[config.mk]
export PLATFORM = sky130hd
export DESIGN_NAME = cbus_arbiter
export DESIGN_NICKNAME = d
export VERILOG_FILES = /design/src/rtl/cbus_arbiter_pkg.sv /design/src/rtl/cbus_arbiter_rr_pick.sv /design/src/rtl/cbus_arbiter.sv
export SDC_FILE = /design/constraint.sdc
export NUM_CORES = 1
export LEC_CHECK = 0
export BUFFER_PORTS_ARGS = -buffer_cell sky130_fd_sc_hd__buf_2
export CORE_AREA = 2 2 133 135
export DETAILED_ROUTE_END_ITERATION = 7
export DIE_AREA = 0 0 135 137
export PLACE_DENSITY_LB_ADDON = 0.15
export SKIP_LAST_GASP = 1
export SYNTH_ARGS = -nofsm -noshare
export SYNTH_HDL_FRONTEND = slang
export SYNTH_SLANG_ARGS = --single-unit
[constraint.sdc]
create_clock -name clk -period 2.5 [get_ports clk]
set_input_delay 0.375 -clock clk [delete_from_list [all_inputs] [get_ports clk]]
set_output_delay 0.375 -clock clk [all_outputs]
set_load 0.02 [all_outputs]
[src/rtl/cbus_arbiter_pkg.sv]
// cbus_arbiter_pkg: cache-bus request/response types, length encodings and arbiter state.
package cbus_arbiter_pkg;
  typedef enum logic [3:0] {
    MLEN1  = 4'd0,
    MLEN2  = 4'd1,
    MLEN4  = 4'd3,
    MLEN8  = 4'd7,
    MLEN16 = 4'd15
  } cbus_len_t;
  typedef struct packed {
    logic        valid;
    logic        is_write;
    logic [31:0] addr;
    logic [2:0]  size;
    logic [3:0]  strobe;
    logic [31:0] data;
    cbus_len_t   len;
  } cbus_req_t;
  typedef struct packed {
    logic        ready;
    logic        last;
    logic [31:0] data;
  } cbus_resp_t;
  typedef enum logic {IDLE, BUSY} arb_state_t;
  // Length codes are beats-1, so the beat count is a plain increment.
  function automatic logic [4:0] len_to_beats(cbus_len_t len);
    return {1'b0, len} + 5'd1;
  endfunction
endpackage

[src/rtl/cbus_arbiter_rr_pick.sv]
// cbus_arbiter_rr_pick: first valid requester at or above ptr, wrapping upward.
module cbus_arbiter_rr_pick #(
  parameter int NUM_REQ = 2
) (
  input  logic [NUM_REQ-1:0]         valid,
  input  logic [$clog2(NUM_REQ)-1:0] ptr,
  output logic                       any,
  output logic [$clog2(NUM_REQ)-1:0] idx
);
  localparam int IW = $clog2(NUM_REQ);
  logic [IW:0] s;
  always_comb begin
    any = |valid;
    idx = '0;
    s = '0;
    for (int i = NUM_REQ - 1; i >= 0; i--) begin
      s = {1'b0, ptr} + (IW+1)'(i);
      s = (s >= (IW+1)'(NUM_REQ)) ? s - (IW+1)'(NUM_REQ) : s;
      idx = valid[s[IW-1:0]] ? s[IW-1:0] : idx;
    end
  end
endmodule

[src/rtl/cbus_arbiter.sv]
// cbus_arbiter: grants one upstream master a whole burst at a time and routes its responses.
module cbus_arbiter
  import cbus_arbiter_pkg::*;
#(
  parameter int NUM_REQ     = 2,
  parameter bit ROUND_ROBIN = 1'b1
) (
  input  logic                         clk,
  input  logic                         resetn,
  input  cbus_req_t  [NUM_REQ-1:0]     ireqs,
  output cbus_resp_t [NUM_REQ-1:0]     oresps,
  output cbus_req_t                    oreq,
  input  cbus_resp_t                   iresp,
  output logic                         busy,
  output logic [$clog2(NUM_REQ)-1:0]   grant_id,
  output logic                         proto_err
);
  localparam int IW = $clog2(NUM_REQ);
  arb_state_t state_q, state_d;
  logic [IW-1:0] sel_q, sel_d, rr_q, rr_d, win;
  logic [4:0] beats_q, beats_d;
  logic err_q, err_d, any;
  logic [NUM_REQ-1:0] valids;
  logic [5:0] beats_inc, beats_exp;
  always_comb begin
    valids = '0;
    for (int i = 0; i < NUM_REQ; i++) valids[i] = ireqs[i].valid;
  end
  cbus_arbiter_rr_pick #(.NUM_REQ(NUM_REQ)) u_pick (
    .valid (valids),
    .ptr   (ROUND_ROBIN ? rr_q : '0),
    .any   (any),
    .idx   (win)
  );
  assign beats_inc = {1'b0, beats_q} + 6'd1;
  assign beats_exp = {1'b0, len_to_beats(ireqs[sel_q].len)};
  always_comb begin
    state_d = state_q;
    sel_d   = sel_q;
    rr_d    = rr_q;
    beats_d = beats_q;
    err_d   = err_q;
    oreq    = '0;
    oresps  = '0;
    if (state_q == IDLE) begin
      if (any) begin
        state_d = BUSY;
        sel_d   = win;
        beats_d = '0;
        rr_d    = (win == IW'(NUM_REQ - 1)) ? '0 : win + 1'b1;
      end
    end else begin
      oreq          = ireqs[sel_q];
      oresps[sel_q] = iresp;
      if (iresp.ready) begin
        beats_d = (beats_q == 5'd31) ? beats_q : beats_q + 5'd1;
        // A short burst and an overrun both latch the error; termination still waits for last.
        err_d   = err_q | (iresp.last ? beats_inc != beats_exp : beats_inc == beats_exp);
        state_d = iresp.last ? IDLE : BUSY;
      end
    end
  end
  always_ff @(posedge clk or negedge resetn) begin
    if (!resetn) begin
      state_q <= IDLE;
      sel_q   <= '0;
      rr_q    <= '0;
      beats_q <= '0;
      err_q   <= 1'b0;
    end else begin
      state_q <= state_d;
      sel_q   <= sel_d;
      rr_q    <= rr_d;
      beats_q <= beats_d;
      err_q   <= err_d;
    end
  end
  assign busy      = (state_q == BUSY);
  assign grant_id  = sel_q;
  assign proto_err = err_q;
endmodule
==> results of run 1 <==
[metal layers]
layer | share of wire, % | routed length (um)
met1 | 39 | 4630
met2 | 52 | 6240
met3 | 8.2 | 983
met4 | 1.3 | 157
met5 | 0 | 0
[layout make-up]
cell class	instances	area [sq um]
fill	1891	12900
sequential	9	229
clock inverter	1	5.00
multi-input combinational	272	1840
inverter	3	11.3
clock buffer	3	75.1
tap	225	282
timing repair buffer	343	1750
[report_power, final]
group          internal (mW)  switching, mW  total [mW]
combinational          0.863           1.29        2.16
clock                  0.211         0.0751       0.286
sequential             0.180         0.0479       0.228
[cell families after synthesis]
group,share of synthesized area [%]
buffers and inverters,6.20
adders and majority gates,1.71
muxes,35.2
xor gates and xnor gates,4.38
and+or+nand+nor,38.2
DFF,10.2
AOI/OAI and AO/OA,4.10
[cells in the mapped netlist]
cell,n
sky130_fd_sc_hd__nor2_1,85
sky130_fd_sc_hd__mux2i_1,76
sky130_fd_sc_hd__and3_1,37
sky130_fd_sc_hd__and2_1,34
sky130_fd_sc_hd__clkbuf_1,21
sky130_fd_sc_hd__dfrtp_1,9
sky130_fd_sc_hd__buf_2,7
sky130_fd_sc_hd__nand2_1,6
sky130_fd_sc_hd__o21ai_0,5
sky130_fd_sc_hd__a31oi_1,4
sky130_fd_sc_hd__a21oi_1,3
sky130_fd_sc_hd__ha_1,3
sky130_fd_sc_hd__inv_1,3
sky130_fd_sc_hd__a22o_1,2
sky130_fd_sc_hd__nand3_1,2
sky130_fd_sc_hd__nand4_1,2
sky130_fd_sc_hd__xnor2_1,2
sky130_fd_sc_hd__xnor3_1,2
sky130_fd_sc_hd__xor2_1,2
sky130_fd_sc_hd__a21boi_0,1
sky130_fd_sc_hd__buf_6,1
sky130_fd_sc_hd__mux2i_2,1
sky130_fd_sc_hd__nand3b_1,1
sky130_fd_sc_hd__nand4b_1,1
sky130_fd_sc_hd__or2_2,1
sky130_fd_sc_hd__or3b_1,1
sky130_fd_sc_hd__xnor2_2,1
[metrics by stage]
step           cells  worst slack (ns)
3_5_place_dp     852             0.302
3_3_place_gp     852             0.295
6_report         856            0.0776
2_1_floorplan    313             0.314
4_1_cts          856             0.139
5_1_grt          856           0.00755
[worst max-delay path: cells and delay by family, from the launching register on]
family | cells | cell delay, ns
buffers and inverters | 3 | 0.71
AND/OR/NAND/NOR | 2 | 0.37
flip-flops | 1 | 0.55
[state kept, by name, summed over array words and instances, names as in the netlist]
signal / cells
busy: 1
beats_q: 5
proto_err: 1
grant_id: 1
rr_q: 1
[timing repair]
action | 4_1_cts | 5_1_grt
setup buffers | 0 | 0
gates resized for setup | 0 | 1
hold buffers | 0 | 0
setup endpoints to repair | 0 | 34
[how the worst min path moves through the flow]
stage                      end  depth (start not counted)
global route          grant_id                          1
detailed placement  beats_q[3]                          1
floorplan           beats_q[0]                          0
global placement    beats_q[3]                          1
finish               proto_err                          1
CTS                   grant_id                          1
[layout by cell type, fill, tap and decap left out, types with 2 or more instances in the layout]
master / netlist / final
sky130_fd_sc_hd__a21oi_1: 3 / 3
sky130_fd_sc_hd__a22o_1: 2 / 2
sky130_fd_sc_hd__a31oi_1: 4 / 4
sky130_fd_sc_hd__and2_1: 34 / 34
sky130_fd_sc_hd__and3_1: 37 / 37
sky130_fd_sc_hd__buf_2: 7 / 337
sky130_fd_sc_hd__buf_4: 0 / 5
sky130_fd_sc_hd__clkbuf_16: 0 / 3
sky130_fd_sc_hd__dfrtp_1: 9 / 8
sky130_fd_sc_hd__ha_1: 3 / 3
sky130_fd_sc_hd__inv_1: 3 / 2
sky130_fd_sc_hd__mux2i_1: 76 / 76
sky130_fd_sc_hd__nand2_1: 6 / 6
sky130_fd_sc_hd__nand3_1: 2 / 2
sky130_fd_sc_hd__nand4_1: 2 / 2
sky130_fd_sc_hd__nor2_1: 85 / 85
sky130_fd_sc_hd__o21ai_0: 5 / 5
sky130_fd_sc_hd__xnor2_1: 2 / 2
sky130_fd_sc_hd__xnor3_1: 2 / 2
sky130_fd_sc_hd__xor2_1: 2 / 2
==> run summary, run 1 <==
Post-synthesis net count: 506. After technology mapping, the gate count stands at 313. The flow ran to the end, but the final reports show violations. The startpoint of the worst setup timing path is grant_id. Summed over all instances, the cell type with the most area after synthesis is sky130_fd_sc_hd__mux2i_1. The fraction of met1 tracks used by global routing is 12.9%, and the I/O pin count is 338. The pin slew with the least headroom to its limit is 0.647 ns. Clock latency of the later-clocked register in the worst-skew pair: 0.24 ns.

The reg-to-reg critical path startpoint was grant_id. Routability-driven placement finished with a final weighted congestion of 0.840. Entering global routing, the biggest net connects 110 pins.

The worst register-to-register path has a depth of 8. The run gives 12,000 um as the wire length reported by the detailed router. The top cell type's share of synthesized area was 34.6%. Across the VDD grid, the largest voltage drop is 0.000363 V. The die covers 18,500 sq um.

The initial cell density of the core is 12.9%, and the setup slack of the worst register-to-register path is 0.27 ns. The final worst-path cycle share came out at 96.9%. The signal on the critical path passes through buf_16 > nor2_1 > buf_4 > and2_1 > buf_2.

The layout cell share with drive strength beyond 1 is 55.8%, and the number of detailed-route iterations in the first pass is 4. The worst hold-check path type was input port to async pin. The placed instances occupy a cell area of 4100 sq um. The mapped netlist covers 2200 sq um. Minimum clock period after layout: 2.42 ns. The initialized floorplan defines 48 standard-cell rows. The width of the chip is 135 um.

The clock-pin slew on the worst setup and hold paths was 0.04 ns. The tools report the reg-to-reg endpoint as proto_err. The number of hold violations in the final report came out at 9. The logs give 0 for the count of pins over their slew limit and 10.2% for the share of the yosys chip area belonging to registers. The global routing stage identified its most utilized layer as met2.

The met2 track demand over resource is 23.0%, and the worst-case clock buffer depth is 2. The setup TNS came out at 0 ns. The tools report the count of synthesis-stage warnings from yosys as 0.

Headroom to the max-slew limit came out at 56.9%. In the final design database the tool counted 825 nets. The tools report the wire length of the first global-routing pass as 17,100 um.

The die is 137 um tall. Across every metal layer, demand over resource in global routing totals 11.5%. Routed length per instance: 14.0 um. The final reports fail on negative hold slack. The run gives -0.0125 ns as the worst hold slack. The repair_antennas step left the layout with diodes totalling 0. In this run the static leakage power is 2.72 nW. The endpoint kind of the worst setup timing path was a primary output. The highest cell delay on the worst timing path was 0.55 ns; the via count of the first global-routing pass was 3,192.

For the worst setup path, the data required time is 2.12 ns. The total overflow left after global routing is 0. Of all nets on the critical path, the largest fanout is 109. The slowest stage of the critical path belongs to the cell sky130_fd_sc_hd__dfrtp_4. The first routing iteration left 93 violations. The run gives 0 as the number of antenna violations at the first check in global routing. Dividing the detail-routed via count by the number of cells gives 4.02.

The half-perimeter wire length after placement was 10,200 um; the global-route met3 utilization was 1.59%. Setup violations remaining at the end of the flow were counted as 0. For this run, the share of the core covered by cells in the final layout is 24.6%. TritonCTS created 3 clock buffers. For the deepest level of the CTS H-tree, the log shows 1. TritonCTS built the clock tree. In this run the tool buffered the top-level ports with 337 buffer cells. Setup repair after global routing left no endpoint under its margin. The tools report the total power consumption of the routed design as 2.67 mW. The worst setup path is of the register to primary output kind. The count of nets left with antenna violations once routing finished came out at 0.

On the final layout, the worst clock skew is 0.00601 ns. The tools report the max-cap violation count as 0. STA classifies the critical path startpoint as a register. In this run the worst setup path terminates at oresps[10]. A synthesized cell averages 7.03 sq um. In this run the standard cell core region covers 17,100 sq um.

CTS saw 9 sinks. Signal arrival time at the worst endpoint: 2.05 ns. After synthesis, the cell types taking the most area are sky130_fd_sc_hd__mux2i_1 35%, sky130_fd_sc_hd__nor2_1 15%, sky130_fd_sc_hd__and3_1 11%.

The number of distinct library cell variants in the gate-level netlist after synthesis is 27, and the post-synthesis to final-layout area growth is 90.6%. For this run, design rule violations remaining after detail routing come to 0. Counting flops and latches in the post-synthesis netlist gives 9.

Via count: 3,438. The cell sitting at the root of the clock tree is a sky130_fd_sc_hd__clkbuf_16. For this run, the top clock speed supported by timing is 413 MHz. The cell area power density was 637 nW/um^2; the finished layout cell area was 4190 sq um.
Power figures use the tool's default switching activity.
==> inputs of run 2 (changes only) <==
- ABC_CLOCK_PERIOD_IN_PS: unset -> 2500
- BUFFER_PORTS_ARGS: -buffer_cell sky130_fd_sc_hd__buf_2 -> unset
- CORE_AREA: 2 2 133 135 -> 2 2 131 133
- DIE_AREA: 0 0 135 137 -> 0 0 133 135
- DONT_BUFFER_PORTS: unset -> 1
==> run 2 against run 1 <==
Against the previous run:
- sequential cell count is the same
- the flow now finishes without violations
- via count decreased by 28%
- largest power group unchanged
- cell count fell by 31%
- count of clock-buffer cells in the layout up 1
- critical endpoint is now oresps[28]
- first-iteration DRC count down 20%
==> run summary, run 2 (same netlist as run 1, synthesis figures left out) <==
The clock latency of the later-clocked register in the worst-skew pair was 0.24 ns (about the same). The pin slew with the least headroom to its limit is 0.662 ns (+0.0158 ns). The tools report the number of antenna violations at the first check in global routing as 0 (unchanged). The finished layout cell area is 3090 sq um (-26%), and the cell area power density is 801 nW/um^2 (+26%).

Number of flip-flops in the largest register: 5 (unchanged). The final worst-path cycle share works out to 94.5% (-2.4 points). The setup TNS is 0 ns (unchanged). The logs give 0.31 ns (+0.04 ns) for the setup slack of the worst register-to-register path and 568 (-31%) for the number of nets at the end of the flow.

The remaining max-slew budget at the tightest pin came out at 55.8% (-1.1 points). The tools report the number of nets still failing antenna checks after routing as 0 (unchanged). The worst-case clock buffer depth is 2 (unchanged). The worst-path maximum fanout works out to 59 (-46%).

The number of violations reported at the end of detailed-routing iteration 0 was 74 (-20%); the number of detailed-route iterations in the first pass was 4 (unchanged). TritonCTS built the clock tree. The critical path starts at grant_id. Clock-pin slew on the worst setup and hold paths: 0.04 ns (about the same). The number of cell instances on the worst register-to-register path is 8 (unchanged). The height of the die is 135 um (-1.5%), and the count of inserted antenna diode cells is 0 (unchanged). The via count of the first global-routing pass is 2,391 (-25%). Post-layout utilization of the core: 18.9% (-5.7 points).

The reported leakage power came out at 1.68 nW (-38%). DRC violation count after routing: 0 (unchanged). For this design, the slowest cell found on the critical path is sky130_fd_sc_hd__buf_4.

Setup repair after global routing left no endpoint under its margin. Required time of the critical path: 2.12 ns (about the same). The number of hold violations in the final report was 0 (-9).

The signal on the critical path passes through buf_4 > nor2_1 > buf_4 > and2_1 > buf_4. The number of setup violations in the final report is 0 (unchanged). The register with the highest flop count is beats_q.

The area of the placeable core is 16,400 sq um (-3.8%). The multi-input logic area came out at 1840 sq um (unchanged). The area growth from synthesis to layout is 40.6%.

The signal arrival time at the worst endpoint came out at 1.99 ns (-0.06 ns). The setup path with the least slack is of type register to primary output. The count of pins over their slew limit was 0 (unchanged). The tools report the maximum vdd drop as 0.000218 V (-40%). The most frequent cell on the critical path was sky130_fd_sc_hd__buf_4. The tools report the root buffer cell as sky130_fd_sc_hd__clkbuf_16.

The largest net degree at the start of global routing was 60 (-45%); the routed length per instance was 16.0 um (+14%). The highest cell delay on the worst timing path is 0.55 ns (about the same). STA classifies the critical path endpoint as a primary output. The tightest min-delay check is of the input port to register type.

The flow ran to the end, and the final reports show no timing, DRC or antenna violations. The I/O pin count is 338 (unchanged), and the number of sinks handled by clock tree synthesis is 9 (unchanged). The cts-stage hold buffer count is 1 (+1), and the cell depth of the worst hold path is 1. The logs give 1 (unchanged) for the deepest level of the CTS H-tree and 0.782 (-6.9%) for the final weighted congestion of routability-driven global placement. Minimum clock period after layout: 2.36 ns (-0.0590 ns). The number of buffers inserted by post-CTS setup repair came out at 0 (unchanged). For the clock skew, the log shows 0.00119 ns (-0.00483 ns).

Area occupied by registers: 229 sq um (unchanged). Worst setup path endpoint: oresps[28]. For the post-place instance area, the log shows 3000 sq um (-27%). The tools report the reg-to-reg endpoint as proto_err.

The leading cell type in the layout, fill and taps excluded was sky130_fd_sc_hd__nor2_1. The initial cell density of the core is 13.4% (+0.51 points). In this run the critical register-to-register path is launched from grant_id.

The highest achievable clock rate was 423 MHz (+2.5%); the count of port buffers added during placement was 0 (-100%). Layout cell share with drive strength beyond 1: 24.9% (-31 points). The run gives 13,500 um (-21%) as the wire length of the first global-routing pass. The die outline area came out at 18,000 sq um (-2.9%).

The floorplan row count is 47 (-2.1%), and the max-cap violation count is 0 (unchanged). The overall overflow remaining after global route was 0 (unchanged). The detailed-route vias per instance was 4.19 (+4.3%); the half-perimeter wire length after placement was 8190 um (-19%). The via count came out at 2,489 (-28%). Total clock buffers created by CTS: 3 (unchanged). The global router's overall resource usage is 9.37% (-2.1 points). The top cell types in the final layout, fill and taps aside, are 85 x sky130_fd_sc_hd__nor2_1, 84 x sky130_fd_sc_hd__buf_4, 76 x sky130_fd_sc_hd__mux2i_1.

The width of the chip works out to 133 um (-1.5%). STA classifies the critical path startpoint as a register. The wire length reported by the detailed router was 9520 um (-21%). The number of fill cells in the layout is 1,860 (-1.6%), and the post-cts gate resize count is 0 (unchanged).
-- run 2: metrics by stage --
| stage | power [mW] | setup WS [ns] | hold slack [ns] | std cells |
|---|---|---|---|---|
| floorplan | 1.66 | 0.314 | 0.0794 | 313 |
| global placement | 2.20 | 0.321 | 0.0797 | 589 |
| detailed placement | 2.21 | 0.304 | 0.0797 | 589 |
| CTS | 2.50 | 0.134 | 0.244 | 594 |
| global route | 2.64 | 0.0343 | 0.241 | 594 |
| finish | 2.48 | 0.137 | 0.246 | 594 |
-- run 2: critical path: cells and delay by family, from the launching register on --
kind / cells / cell delay [ns]
buf+inv: 3 / 0.94
flops: 1 / 0.50
simple gates: 2 / 0.29
-- run 2: final cells by class --
type,instances,share of cell area (%)
Multi-Input combinational cell,272,59.4
Timing Repair Buffer,86,21.4
Tap cell,220,8.90
Sequential cell,9,7.40
Clock buffer,4,2.55
Inverter,3,0.364
-- run 2: power by group --
part / switching (mW) / internal (mW) / leakage (nW) / total [mW]
sequential: 0.0429 / 0.180 / 0.107 / 0.223
clock: 0.0741 / 0.214 / 0.0382 / 0.288
combinational: 1.19 / 0.778 / 1.54 / 1.97
total: 1.31 / 1.17 / 1.68 / 2.48
-- run 2: how the worst min path moves through the flow --
stage / slack [ns] / to / start
detailed placement: 0.08 / beats_q[0] / resetn
global route: 0.24 / rr_q / ireqs[153]
floorplan: 0.08 / beats_q[0] / resetn
finish: 0.25 / rr_q / ireqs[153]
global placement: 0.08 / beats_q[0] / resetn
CTS: 0.24 / rr_q / ireqs[153]
-- run 2: per-layer routing --
layer	vias to the layer above	part of all wire, %	GRT usage [%]
met5	-	0	0
met4	0	0.53	1.37
met3	6	7.0	1.24
met2	183	53	18.2
met1	1113	39	11.1
li1	1187	-	-
